## src/rtl/shift_pkg.sv

```systemverilog
// shift_pkg: shared shift-register mode codes and serializer FSM states.
//   MODE_* : 2-bit mode encoding understood by shift_reg
//   state_t: shift_tx_ctrl sequencer states
package shift_pkg;

    localparam logic [1:0] MODE_HOLD = 2'b00;
    localparam logic [1:0] MODE_SHR  = 2'b01;
    localparam logic [1:0] MODE_SHL  = 2'b10;
    localparam logic [1:0] MODE_LOAD = 2'b11;

    typedef enum logic [1:0] {IDLE, LOAD, SHIFT} state_t;

endpackage

```

## src/rtl/shift_tx_ctrl.sv

```systemverilog
// shift_tx_ctrl: sequences a shift_reg as a flow-controlled word serializer.
//   clk, rst             : clock, asynchronous active-high reset
//   in_data, lsb_first   : word and bit order, taken when in_valid && in_ready
//   in_valid, in_ready   : upstream word handshake
//   sr_mode, sr_p_in,
//   sr_s_in, sr_q        : control/data to and from the shift_reg
//   ser_data, ser_valid,
//   ser_last, ser_ready  : downstream serial bit handshake
module shift_tx_ctrl
    import shift_pkg::*;
#(
    parameter int   WIDTH = 8,
    parameter logic FILL  = 1'b0
) (
    input  logic             clk,
    input  logic             rst,
    input  logic [WIDTH-1:0] in_data,
    input  logic             lsb_first,
    input  logic             in_valid,
    output logic             in_ready,
    output logic [1:0]       sr_mode,
    output logic [WIDTH-1:0] sr_p_in,
    output logic             sr_s_in,
    input  logic [WIDTH-1:0] sr_q,
    output logic             ser_data,
    output logic             ser_valid,
    output logic             ser_last,
    input  logic             ser_ready
);

    localparam int CW = WIDTH > 1 ? $clog2(WIDTH) : 1;

    state_t        state;
    logic          dir_lsb;
    logic [CW-1:0] bit_cnt;

    assign sr_s_in   = FILL;
    assign ser_valid = state == SHIFT;
    assign ser_last  = ser_valid && bit_cnt == CW'(WIDTH - 1);
    // The outgoing bit is always at the end the register shifts away from.
    assign ser_data  = dir_lsb ? sr_q[0] : sr_q[WIDTH-1];
    assign in_ready  = state == IDLE || (ser_last && ser_ready);

    always_comb
        sr_mode = state == LOAD ? MODE_LOAD :
                  ser_valid && ser_ready ? (dir_lsb ? MODE_SHR : MODE_SHL) : MODE_HOLD;

    always_ff @(posedge clk or posedge rst)
        if (rst) begin
            state   <= IDLE;
            bit_cnt <= '0;
            sr_p_in <= '0;
            dir_lsb <= 1'b0;
        end else if (state == LOAD) begin
            state   <= SHIFT;
            bit_cnt <= '0;
        end else if (state == SHIFT && ser_ready && !ser_last) begin
            bit_cnt <= bit_cnt + CW'(1);
        end else if (in_ready) begin
            // Covers IDLE and the last-bit edge of SHIFT: chain straight into LOAD.
            if (in_valid) begin
                sr_p_in <= in_data;
                dir_lsb <= lsb_first;
            end
            state <= in_valid ? LOAD : IDLE;
        end

endmodule

```

## config.mk

```make
export PLATFORM = sky130hd
export DESIGN_NAME = shift_tx_ctrl
export DESIGN_NICKNAME = d
export VERILOG_FILES = /design/src/rtl/shift_pkg.sv /design/src/rtl/shift_tx_ctrl.sv
export SDC_FILE = /design/constraint.sdc
export NUM_CORES = 1
export LEC_CHECK = 0
export CORE_MARGIN = 2
export CORE_UTILIZATION = 31
export DETAILED_ROUTE_END_ITERATION = 6
export GPL_TIMING_DRIVEN = 0
export PLACE_DENSITY_LB_ADDON = 0.05
export SLEW_MARGIN = 20
export SYNTH_ARGS = -nofsm -noshare
export SYNTH_HDL_FRONTEND = slang
export SYNTH_SLANG_ARGS = --single-unit
```

## constraint.sdc

```tcl
create_clock -name clk -period 3.7 [get_ports clk]
set_clock_uncertainty 0.05 [all_clocks]
set_input_delay 0.37 -clock clk [delete_from_list [all_inputs] [get_ports clk]]
set_output_delay 0.37 -clock clk [all_outputs]
set_load 0.01 [all_outputs]
```

==> results.tsv <==
stage	metric	value	unit
outcome	outcome	finished clean	
place	Placement Setup Slack	1.33	ns
cells_and_area	most frequent cells in the layout	clkdlybuf4s50_1 (28), dfrtp_1 (14), mux2_4 (9)	
setup_path	Setup crit end kind	output pin	
cells_and_area	Final #Nets	112	
power_and_ir_drop	Pint	0.530	mW
setup_path	kind of critical path	flop to output pin	
routing	initial DRC count	5	
setup_path	WP data arrival	2.06	ns
place	Port-buffer cells	28	
clock_network	root buf cell	clkbuf_4	
clock_network	Post-CTS Repair Setup Buffers	0	
power_and_ir_drop	maximum vdd ir drop	0.000286	V
logic_synthesis	Top FF cell, synth	dfrtp_1	
timing	maximum clock rate	404	MHz
clock_network	Max Root-Sink Buffers	2	
setup_path	Max FO, Critical Path	6	
logic_synthesis	leading area contributor after synthesis	dfrtp_1	
power_and_ir_drop	leakage power	0.479	nW
setup_path	Critical Path Source Type	flop	
clock_network	Reg clk slew, reported paths	0.09	ns
floorplanning	CORE AREA	0.00219	mm2
grt	initial antenna violation count	0	
logic_synthesis	Synth top area share	0.490	
worst_hold_path	Hold/Removal Path Class	input port to async pin	
timing	Slew Limit Fails	0	
power_and_ir_drop	PD cells	713	mW/mm2
floorplanning	starting density of the core	0.326	
timing	Final Hold Fails	0	
cells_and_area	final core utilization	0.487	
timing	Final min period	2.48	ns
place	Inst Count DP	112	
timing	Setup violations, final	0	
grt	vias in the first global route	502	
power_and_ir_drop	part of the power in combinational logic	0.495	
cells_and_area	Post-Layout Cell Count	116	
clock_network	# H-tree levels	1	
routing	DR WL/cell	11.5	um
grt	global-route wire length before repair	2.32	mm
setup_path	R2R setup slack	1.94	ns
logic_synthesis	ranking of synthesized cells by area	dfrtp_1 (49%), mux2_4 (19%), a22o_1 (3.7%)	
power_and_ir_drop	sw power	0.230	mW
clock_network	CTS tree	built	
job	max-cap violation count	0	
grt	largest net degree at the start of global routing	15	
place	HPWL Detailed	973	um
place	placed inst area	0.00103	mm2
floorplanning	FP Rows	17	
floorplanning	Die ar.	0.00270	mm2
logic_synthesis	distinct cell type count after synthesis	23	
logic_synthesis	FFs w/ async S/R, synth	1.00	
cells_and_area	commonest non-fill, non-tap cell in the layout	clkdlybuf4s50_1	
power_and_ir_drop	Reg power frac	0.359	
timing	fin crit share	0.669	
setup_path	Worst EP required	3.28	ns
routing	antenna-violating nets left	0	
power_and_ir_drop	switching share of power	0.303	
clock_network	clock sinks	14	
power_and_ir_drop	clock network power share	0.146	
timing	Slew headroom	0.649	
place	Routability Congestion	0.664	
timing	Fin Setup TNS	0	ns
routing	Routed WL	1.33	mm
logic_synthesis	Mean Syn Cell Area	12.8	um2
timing	RSZ-0062 raised after global routing	false	
clock_network	hold buffers post-CTS	0	
cells_and_area	Ant. Diodes	0	
logic_synthesis	Post-Synthesis Cells	56	
logic_synthesis	sequential area share after synthesis	0.490	
timing	setup ws final	1.22	ns
clock_network	CTS resizes	0	
floorplanning	Die X	52.0	um
routing	Via Count	524	
floorplanning	die height	52.0	um
logic_synthesis	number of flops mapped to enable cells by yosys	0	
floorplanning	I/O Pins	36	
routing	drc violations	0	
timing	worst-margin pin slew	0.526	ns
grt	total global routing overflow	0	
logic_synthesis	number of synthesized register bits	14	
cells_and_area	area grow syn2layout	49.2	%
cells_and_area	share of layout cells above drive strength 1	0.216	
clock_network	Inserted Clock Buffers	3	
logic_synthesis	Synth Warn #	0	
routing	DR vias/cell	4.52	
routing	DR pass1 iterations	4	
cells_and_area	fillers	211	
cells_and_area	post-route cell area	0.00107	mm2
logic_synthesis	Mapped Nets	79	
clock_network	clk_lat worst skew	0.28	ns
logic_synthesis	synthesized area	714	um2
grt	Tot GR Track Use	0.121	
## cells in the mapped netlist, types with 2 or more instances
| cell type | n |
|---|---|
| dfrtp_1 | 14 |
| mux2_4 | 9 |
| nand2_1 | 4 |
| a22o_1 | 3 |
| inv_1 | 3 |
| o21ai_0 | 3 |
| a21o_1 | 2 |
| ha_1 | 2 |
| nand3b_1 | 2 |
## critical path, cell delays in order (launching register included)
cell and delay (ns):
dfrtp_1 0.40, ha_1 0.17, ha_1 0.25, a21boi_2 0.09
or2_2 0.29, inv_1 0.06, clkdlybuf4s50_1 0.53
## cells by family (layout without fill, tap and decap cells)
kind of cell	after synthesis	count (layout)	share of synthesized area
mux	10	10	0.205
buf+inv	6	38	0.0473
compound gates	10	10	0.103
other cells	1	1	0.00525
simple gates	13	13	0.114
flops	14	14	0.490
fa+ha+maj	2	2	0.0350
## metrics by stage
| stage | hold WS, ns | total power [mW] |
|---|---|---|
| 2_1_floorplan | 0.209 | 0.483 |
| 3_3_place_gp | 0.443 | 0.650 |
| 3_5_place_dp | 0.441 | 0.655 |
| 4_1_cts | 0.392 | 0.772 |
| 5_1_grt | 0.425 | 0.814 |
| 6_report | 0.367 | 0.761 |
## cell type report
| type | count | area, um2 | share of cell area |
|---|---|---|---|
| buffer | 3 | 22.5 | 0.0211 |
| clock buffer | 4 | 36.3 | 0.0340 |
| inverter | 3 | 11.3 | 0.0106 |
| multi-input combinational | 36 | 330 | 0.310 |
| sequential | 14 | 350 | 0.329 |
| tap | 28 | 35.0 | 0.0329 |
| timing repair buffer | 28 | 280 | 0.263 |
## worst paths after layout
kind,start,to,cells past startpoint
worst min register to register,sr_p_in[2],sr_p_in[2],1
worst min-delay path,rst,sr_p_in[2],2
max in group asynchronous,rst,bit_cnt[1],2
worst max-delay path,bit_cnt[0],in_ready,6
worst max register to register,bit_cnt[0],sr_p_in[3],6
min in group clk,sr_p_in[2],sr_p_in[2],1
## power groups by stage
| stage | Sequential [mW] | Combinational (mW) | Clock, mW |
|---|---|---|---|
| after floorplan | 0.290 | 0.193 | 0 |
| after global routing | 0.283 | 0.409 | 0.123 |
| after global placement | 0.277 | 0.374 | 0 |
| after CTS | 0.274 | 0.382 | 0.116 |
| after detailed placement | 0.277 | 0.378 | 0 |
| final | 0.273 | 0.376 | 0.111 |
## state kept, by name, summed over array words and instances (netlist names)
signal   count
sr_p_in      8
state        2
dir_lsb      1
bit_cnt      3
## routing by layer
layer,GRT usage,share of wire,vias up
met5,0,0,-
met4,0.0658,0.013,0
met3,0.0345,0.053,2
met2,0.154,0.44,16
met1,0.180,0.49,247
li1,-,-,259
Power figures use the tool's default switching activity.
